[src/rtl/xy_counter_fsm.sv]
// x/y-commanded up/down/complement counter with wrap-or-saturate bounds and direction tracking.
// Optional XY_GRAY_EN: state output carries the Gray encoding of the count.
module xy_counter_fsm #(
    parameter int unsigned WIDTH   = 2,
    parameter int unsigned MAX_VAL = 3,
    parameter int unsigned WRAP    = 1
) (
    input  logic             clk,
    input  logic             clear,
    input  logic             en,
    input  logic             x,
    input  logic             y,
    output logic [WIDTH-1:0] state,
    output logic             tc_up,
    output logic             tc_dn,
    output logic             err,
    output logic [1:0]       dir,
    output logic             dir_chg
);

    localparam int unsigned CW = WIDTH + 1;
    localparam logic [CW-1:0] MAXC = CW'(MAX_VAL);

    typedef enum logic [1:0] {
        IDLE = 2'b00,
        UP   = 2'b01,
        DOWN = 2'b10
    } dir_t;

    logic [WIDTH-1:0] count;
    logic [WIDTH-1:0] cnt_nxt;
    logic [WIDTH-1:0] state_nxt;
    logic [CW-1:0]    ext;
    logic [CW-1:0]    nxt_ext;
    logic             bound_hit;
    dir_t             dir_q;
    dir_t             dir_nxt;

    // Next count and direction; a saturated/wrapped bound still sets the direction.
    always_comb begin
        ext       = {1'b0, count};
        nxt_ext   = ext;
        bound_hit = 1'b0;
        dir_nxt   = dir_q;
        if (en) begin
            unique case ({x, y})
                2'b00: dir_nxt = IDLE;
                2'b01: begin
                    dir_nxt = UP;
                    if (ext == MAXC) begin
                        bound_hit = 1'b1;
                        nxt_ext   = (WRAP != 0) ? '0 : MAXC;
                    end else begin
                        nxt_ext = ext + CW'(1);
                    end
                end
                2'b10: begin
                    dir_nxt = DOWN;
                    if (ext == '0) begin
                        bound_hit = 1'b1;
                        nxt_ext   = (WRAP != 0) ? MAXC : '0;
                    end else begin
                        nxt_ext = ext - CW'(1);
                    end
                end
                default: nxt_ext = MAXC - ext;
            endcase
        end
        cnt_nxt = nxt_ext[WIDTH-1:0];
`ifdef XY_GRAY_EN
        state_nxt = cnt_nxt ^ (cnt_nxt >> 1);
`else
        state_nxt = cnt_nxt;
`endif
    end

    // Registered count, flags and direction FSM; clear wins asynchronously.
    always_ff @(posedge clk or posedge clear) begin
        if (clear) begin
            count   <= '0;
            state   <= '0;
            tc_up   <= 1'b0;
            tc_dn   <= 1'b1;
            err     <= 1'b0;
            dir_q   <= IDLE;
            dir_chg <= 1'b0;
        end else begin
            count   <= cnt_nxt;
            state   <= state_nxt;
            tc_up   <= (nxt_ext == MAXC);
            tc_dn   <= (nxt_ext == '0);
            err     <= err | bound_hit;
            dir_q   <= dir_nxt;
            dir_chg <= ((dir_q == UP) && (dir_nxt == DOWN)) ||
                       ((dir_q == DOWN) && (dir_nxt == UP));
        end
    end

    assign dir = dir_q;

endmodule

[config.mk]
export PLATFORM = sky130hd
export DESIGN_NAME = xy_counter_fsm
export DESIGN_NICKNAME = d
export VERILOG_FILES = /design/src/rtl/xy_counter_fsm.sv
export SDC_FILE = /design/constraint.sdc
export NUM_CORES = 1
export LEC_CHECK = 0
export ABC_CLOCK_PERIOD_IN_PS = 1400
export CORE_AREA = 2 2 39 41
export CTS_CLUSTER_SIZE = 12
export DETAILED_ROUTE_END_ITERATION = 12
export DIE_AREA = 0 0 41 43
export PLACE_DENSITY_LB_ADDON = 0.05
export SLEW_MARGIN = 25
export SYNTH_ARGS = -nofsm -noshare
export SYNTH_HDL_FRONTEND = slang
export SYNTH_SLANG_ARGS = --single-unit
[constraint.sdc]
create_clock -name clk -period 1.4 [get_ports clk]
set_input_delay 0.28 -clock clk [delete_from_list [all_inputs] [get_ports clk]]
set_output_delay 0.28 -clock clk [all_outputs]
set_load 0.03 [all_outputs]
# Word level (Yosys, flattened, before mapping)
# Cells that the tools add are included.
# op_classes
n_addsub,3
mul,0
div_mod_pow,0
order_cmp,0
eq_ne,8
shifts,0
mux,10
bitwise_logic,1
reduce_logical,6
# ops
op,n
3-bit two-way mux,3
3-bit one-hot mux with 3 select lines,1
"2-bit == test, second input constant",4
"2-bit by 1-bit == test with 1-bit output, second input constant",3
2-bit one-hot mux with 3 select lines,1
2-bit zero test,2
"2-bit by 1-bit adder with 3-bit output, second input constant",1
"3-bit by 2-bit == test with 1-bit output, second input constant",1
3-bit zero test,1
1-bit two-way mux,3
"2-bit by 1-bit subtractor with 3-bit output, second input constant",1
"2-bit by 2-bit subtractor with 3-bit output, first input constant",1
1-bit logical AND,2
2-bit two-way mux,1
1-bit one-hot mux with 2 select lines,1
1-bit logical OR,1
1-bit bitwise OR,1
# word_totals
reg_bits,8
latchBits,0
ramBits,0
mem_bits_ro,0
inputBits,5
out_inout_bits,8
wordCells,34
mem_count,0

# Depth between registers and ports, before layout
# depth
depth_word,6
ltp_mapped,6
mapped_depth_nobuf,6

# Least setup slack after synthesis
# OpenSTA, ideal clock, no wires.
# synth_timing
kind,register -> register
start,reg count[0]
end,reg tc_dn
setup_ps,62
t_arrival_ps,1569
t_required_ps,1338
path_slack_ps,-231
stages_incl_launch_ff,7
n_path_buf,0
synth_period_minus_slack_ps,1631
path_cell_list,dfrtp_1 inv_2 ha_1 mux2i_1 mux2i_1 a22oi_1 and3b_1
# synth_between
elab_chain_cells,5
# synth_lines
element,line,text
"start, declared",30,logic [WIDTH-1:0] count;
"start signal, assigned",88,count <= cnt_nxt;
"2-bit by 1-bit subtractor with 3-bit output, or another cell as far along",63,nxt_ext = ext - CW'(1);
"3-bit two-way mux, on equally long branches","59, 50",
3-bit one-hot mux with 3 select lines,46,"unique case ({x, y})"
3-bit two-way mux *,45,if (en) begin
3-bit zero test *,91,tc_dn <= (nxt_ext == '0);
"end signal, assigned",91,
"end, declared",15,"output logic tc_dn,"
# Mark *: on every way between the ends. The rest lies on a longest branch, timed or not.

# Worst setup path in the final report
# Ends and elaborated chain as after synthesis.

==> results.rst <==
.. list-table::
   :header-rows: 1

   * - Metric
     - Value
   * - Status
     - finished, violations left
   * - Failing checks
     - negative setup slack
   * - Number of global-route vias before repair
     - 404
   * - Die Outline Area
     - 1760 sq um
   * - CP startpoint kind
     - register
   * - Warning count from the yosys run
     - 0
   * - Core area
     - 1380 sq um
   * - Distinct cell type count after synthesis
     - 20
   * - Path type of the worst setup path
     - register to register
   * - Router iterations before antenna repair
     - 2
   * - Startpoint of the lowest-slack register-to-register path
     - count[0]
   * - Design Area, Final
     - 736 sq um
   * - Number of antenna diodes
     - 0
   * - Synthesized Nets
     - 57
   * - Die width
     - 41 um
   * - Clock latency at the later pin of the worst-skew pair
     - 0.25 ns
   * - Length in cells of the worst reg-to-reg path
     - 6
   * - R2R Setup Slk
     - -0.01 ns
   * - Initial standard-cell utilization of the core
     - 35.7%
   * - TritonCTS Buffers
     - 3
   * - Worst path most repeated cell
     - mux2i_1
   * - Class of the most critical hold timing path
     - input pin to asynchronous set/reset pin
   * - Critical path buffers and inverters
     - 1
   * - Antenna violations before repair
     - 0
   * - Average vias per placed instance
     - 4.83
   * - Count of endpoints failing hold in the final timing report
     - 0
   * - Number of buffer cells added on primary ports
     - 12
   * - Root buf cell
     - clkbuf_4
   * - Antenna viol nets, final
     - 0
   * - Tightest slew margin relative to the limit
     - 74.5%
   * - Final worst-path cycle share
     - 101%
   * - Largest net degree at the start of global routing
     - 9
   * - Half-perimeter wire length of the detailed placement result
     - 787 um
   * - Height of the die
     - 43 um
   * - CTS tree
     - yes
   * - Share of the synthesized area in the top cell type
     - 35.4%
   * - Critical-path cell list
     - inv_2 > ha_4 > mux2i_1 > mux2i_1 > a22oi_2 > and3b_1
   * - Largest driver fanout on the critical path
     - 4
   * - Data arrival time at the worst-slack endpoint
     - 1.59 ns
   * - Share of final-layout standard cells stronger than drive strength 1
     - 39.7%
   * - Gr usage total
     - 14.3%
   * - Family of cells with the greatest summed delay on the critical path
     - flip-flops
   * - Clock Sinks
     - 8
   * - Max Buffers Root-to-Sink
     - 2
   * - Fmax
     - 708 MHz
   * - Sort of element at the end of the critical path
     - register
   * - Routed vias
     - 406
   * - Peak per-stage delay on the critical path
     - 0.39 ns
   * - Row count
     - 14
   * - Worst flop-to-flop path endpoint
     - tc_dn
   * - Number of buffers inserted by post-CTS setup repair
     - 0
   * - Worst path depth
     - 6
   * - Nets
     - 81
   * - Leakage power
     - 0.000369 uW
   * - Number of failing setup endpoints in the final timing report
     - 1
   * - Netlist Area Pre-Place
     - 494 sq um
   * - Iteration-0 DRC Markers
     - 1
   * - Final Power
     - 956 uW
   * - Min cycle time layout
     - 1.41 ns
   * - Worst setup skew after layout
     - 0.0111 ns
   * - Top cells by area in the synthesized netlist
     - dfrtp_1, ha_1, inv_1
   * - Area used by multi-input combinational logic
     - 288 sq um
   * - Number of top-level design ports
     - 13
   * - Count of pins over their slew limit
     - 0
   * - # Max-Cap Violations
     - 0
   * - Library cell with the largest summed area after synthesis
     - dfrtp_1
   * - Final Worst Setup Slack
     - -0.0129 ns
   * - Setup repair after global routing missed its margin
     - true
   * - Residual overflow from global routing
     - 0
   * - Area growth syn-to-layout
     - 48.9%
   * - Fill cell count
     - 134
   * - Flop and latch count out of synthesis
     - 8
   * - Synthesized netlist cell count
     - 45
   * - Slew at the pin closest to its max-slew limit
     - 0.379 ns
   * - Routability cong.
     - 0.846
   * - Sequential share of the synthesized area
     - 40.8%
   * - Count of hold-fix buffers inserted at cts
     - 0
   * - CP Data Required Time
     - 1.58 ns
   * - Wire length per cell
     - 11.6 um
   * - Commonest non-fill, non-tap cells in the layout
     - dlygate4sd2_1, buf_4, inv_1, dfrtp_1, ha_1
   * - Standard cell area after detailed placement
     - 699 sq um
   * - H-tree Lvls
     - 1
   * - DRC
     - 0
   * - Synthesized area divided by synthesized cell count
     - 11.0 sq um
   * - Highest-delay cell along the critical path
     - dfrtp_2
   * - IR drop worst, VDD
     - 456 uV
   * - Sequential cell area
     - 204 sq um
   * - Clock input transition at the sequential cells of the worst setup and hold paths
     - 0.06 ns
   * - Power density relative to cell area
     - 1300 nW/um^2
   * - Global-route wire length before repair
     - 1.61 mm
   * - Wirelength, routed
     - 978 um
==> stage by stage <==
stage               utilization, %  std cells  hold slack, ns  setup WS (ns)  TNS [ns]
floorplan                        -         45          0.0948        -0.0967    -0.175
CTS                           53.2         84           0.275       -0.00135  -0.00135
finish                        53.2         84           0.269        -0.0129   -0.0129
detailed placement            50.5         80           0.464         -0.525     -3.40
global placement              50.5         80           0.462         -0.468     -3.03
global route                  53.2         84           0.302        -0.0930    -0.175
==> layout make-up <==
class,instances,share of cell area (%)
Clock buffer,4,3.57
Inverter,10,5.10
Multi-Input combinational cell,27,39.1
Sequential cell,8,27.7
Tap cell,16,2.72
Timing Repair Buffer,19,21.8
==> cells in the mapped netlist <==
cell,number
a31o_2,1
a22oi_1,1
inv_1,9
a21oi_1,2
dfstp_2,1
ha_1,7
and3_2,1
a22o_1,1
or4bb_1,2
o21ai_0,1
nand2b_2,1
and3b_1,1
nor3_1,2
mux2i_1,2
mux2_2,2
a221oi_2,1
a31o_1,1
dfrtp_1,7
inv_2,1
nand2_1,1
==> flip-flops by register name, indices dropped and copies added, names as in the netlist <==
register	cells
dir	2
count	2
err	1
tc_up	1
dir_chg	1
tc_dn	1
==> layer usage <==
metal / global-route usage [%] / part of all wire, % / vias up
met5: 0 / 0 / -
met4: 12.0 / 3.2 / 0
met3: 3.14 / 4.6 / 4
met2: 21.9 / 50 / 13
met1: 15.5 / 42 / 188
li1: - / - / 201
==> how the worst max path moves through the flow <==
stage	end	slack (ns)	from
2_1_floorplan	tc_dn	-0.1	count[0]
3_3_place_gp	tc_dn	-0.47	y
3_5_place_dp	tc_dn	-0.53	y
4_1_cts	tc_dn	-0.001	count[0]
5_1_grt	tc_dn	-0.09	count[0]
6_report	tc_dn	-0.01	count[0]
==> what timing repair did <==
action | CTS | global route
pin swaps | 1 | 0
gates resized for setup | 15 | 0
setup endpoints to repair | 15 | 4
==> where the power goes <==
group          total (uW)  switching (uW)  internal [uW]
clock                 179            70.5            108
combinational         450             247            203
sequential            327            35.9            291
==> kinds of logic (layout without fill, tap and decap cells) <==
group	Yosys count	in the layout	synth area share (%)
AND/OR/NAND/NOR	8	8	12.4
AO/OA/AOI/OAI	8	8	12.9
adder cells (fa/ha/maj)	7	7	17.7
multiplexers	4	4	8.61
flip-flops	8	8	40.8
buffers and inverters	10	33	7.59
Power figures use the tool's default switching activity.
==> RTL change 1: new RTL, same flow settings <==
Change the parameter `WIDTH` from 2 to 4.
--- a/src/rtl/xy_counter_fsm.sv
+++ b/src/rtl/xy_counter_fsm.sv
@@ -1,7 +1,7 @@
 // x/y-commanded up/down/complement counter with wrap-or-saturate bounds and direction tracking.
 // Optional XY_GRAY_EN: state output carries the Gray encoding of the count.
 module xy_counter_fsm #(
-    parameter int unsigned WIDTH   = 2,
+    parameter int unsigned WIDTH   = 4,
     parameter int unsigned MAX_VAL = 3,
     parameter int unsigned WRAP    = 1
 ) (
Ports: changed (resized state); port bits go from 13 to 15. The function was not compared with the original's and may differ.
==> RTL change 1 against the original RTL <==
Count of clock-buffer cells in the layout unchanged. Sequential share of layout area decreased by 8.2 points. Area after synthesis is 59% higher. Global-route usage rose by 19 points. Non-clock buffer count increased by 24. Design area rose by 79%. Die area stayed put. The flow still finishes with violations (setup timing). Fmax fell by 25%. Largest cell class unchanged. Setup slack worse by 0.47 ns. Clock power increased by 49%. Combinational power rose to 3.1 times the old value. Sequential cell count grew 2. Total power is 120% higher. Routed wire length grew to 3.0 times the old value.
==> RTL change 1: results (changes against the original RTL) <==
stage,metric,value,unit,change
outcome,status,"finished, violations left",,
logic_synthesis,Post-synth top cells,"11 x inv_1, 9 x dfrtp_1, 9 x ha_1",,
route,Vias/cell,6.336,,+31%
critical_path,crit-path max cell delay,0.46,ns,+0.07 ns
place,post-place instance area,0.001089,mm^2,+56%
clock_network,clk slew on worst S/H paths,0.07,ns,
place,gpl congestion,0.8864,,+4.7%
timing,hold slack final,0.3191,ns,+0.04997 ns
critical_path,Crit path max-delay family,compound AO/OA/AOI/OAI gates,,
place,DP Worst Slack,-0.8205,ns,-0.2952 ns
logic_synthesis,Synth warnings,0,,unchanged
timing,setup ws final,-0.4822,ns,-0.4693 ns
critical_path,cells on worst reg2reg path,7,,+1
place,Final HPWL DP,1.562,mm,+98%
logic_synthesis,Synth cell types,37,,+85%
logic_synthesis,ys async rst share,1.000,,unchanged
timing,Clock Skews,0.008678,ns,-0.002444 ns
route,Metal-1 WL,1.058,mm,+160%
pwr,Switching Share,0.4358,,+0.06635
timing,worst rel slew slack,0.7326,,-0.01211
place,I/O Buffers,14,,+2
grt,global-route wire length before repair,3.933,mm,+140%
clock_network,CTS Buf Count,3,,unchanged
final_layout,layout cells sized above 1,0.5591,,+0.1620
timing,Total Neg Setup Slack,-1.937,ns,-1.924 ns
clock_network,clk_lat worst skew,0.28,ns,+0.03 ns
final_layout,Layout Cells excl Fill,143,,+70%
grt,number of global-route vias before repair,912,,+130%
place,placed cell count,131,,+64%
logic_synthesis,"Seq/Total Area, Yosys",0.3201,,-0.08753
grt,initial antenna violation count,0,,unchanged
critical_path,CP Data Arrival Time,2.06,ns,+0.47 ns
grt,GRT Total Usage,0.3296,,+0.1870
clock_network,root buffer cell,clkbuf_4,,
route,WL/cell,20.39,um,+75%
route,Pre-Repair DR Iteration Count,4,,+2
critical_path,kind of start point of the critical path,flip-flop,,
logic_synthesis,Syn Inst Count,85,,+89%
final_layout,antenna cell count,0,,unchanged
pwr,maximum VDD drop,1.067,mV,+130%
logic_synthesis,ys flop type,dfrtp_1,,
final_layout,Filler Cells Inserted,38,,-72%
grt,pin count of the biggest net entering global routing,11,,+2
logic_synthesis,syn_nets,99,,+74%
outcome,failing checks,setup timing,,
timing,setup violators final,6,,+5
route,wire length on met2,1.520,mm,+210%
logic_synthesis,Synth area leaders,"dfrtp_1 29%, ha_1 14%, inv_1 5.3%",,
pwr,leakage,0.6457,nW,+75%
route,DR WL met3,222,um,+390%
critical_path,R2R Path Start,count[1],,
route,drt initial violations,44,,+43
-- RTL change 1: cell types whose count changed in the layout (fill, tap and decap cells not counted), sizes merged, moves of 3 or more --
cell	delta
a21o	+3
buf	+26
dlygate4sd2	-3
nand2	+6
nand3	+3
o21ai	+3
-- RTL change 1: final cells by class --
type	instances	area, um^2	share of cell area
multi-input cells	59	609.3	0.4638
flip-flops and latches	10	256.5	0.1952
well taps	16	20.02	0.01524
inverters	11	46.29	0.03524
clock buffers	4	36.28	0.02762
repair buffers	43	345.3	0.2629
-- RTL change 1: repair_timing --
action,4_1_cts,5_1_grt
setup endpoints to repair,15,9
buffers inserted,5,3
gates cloned,0,0
pin swaps,16,6
gates resized for setup,32,8
-- RTL change 1: cell families (layout without fill, tap and decap cells) --
family | after synthesis | count (layout) | share of synthesized area
buffers and inverters | 16 | 58 | 0.08918
multiplexers | 3 | 3 | 0.04299
flip-flops | 10 | 10 | 0.3201
AO/OA/AOI/OAI | 24 | 24 | 0.2373
AND/OR/NAND/NOR | 23 | 23 | 0.1672
adder cells (fa/ha/maj) | 9 | 9 | 0.1433
-- RTL change 1: power groups by stage --
stage / logic [mW] / registers (mW) / clock network, mW
detailed placement: 1.05 / 0.444 / 0
CTS: 1.25 / 0.445 / 0.272
floorplan: 0.466 / 0.600 / 0
global placement: 1.02 / 0.444 / 0
global route: 1.47 / 0.458 / 0.290
finish: 1.41 / 0.449 / 0.267
-- RTL change 1: layer usage --
metal / track usage / up-vias
met1: 0.3490 / 439
met3: 0.09948 / 16
met2: 0.5656 / 59
met4: 0.1333 / 0
met5: 0 / -
li1: - / 392
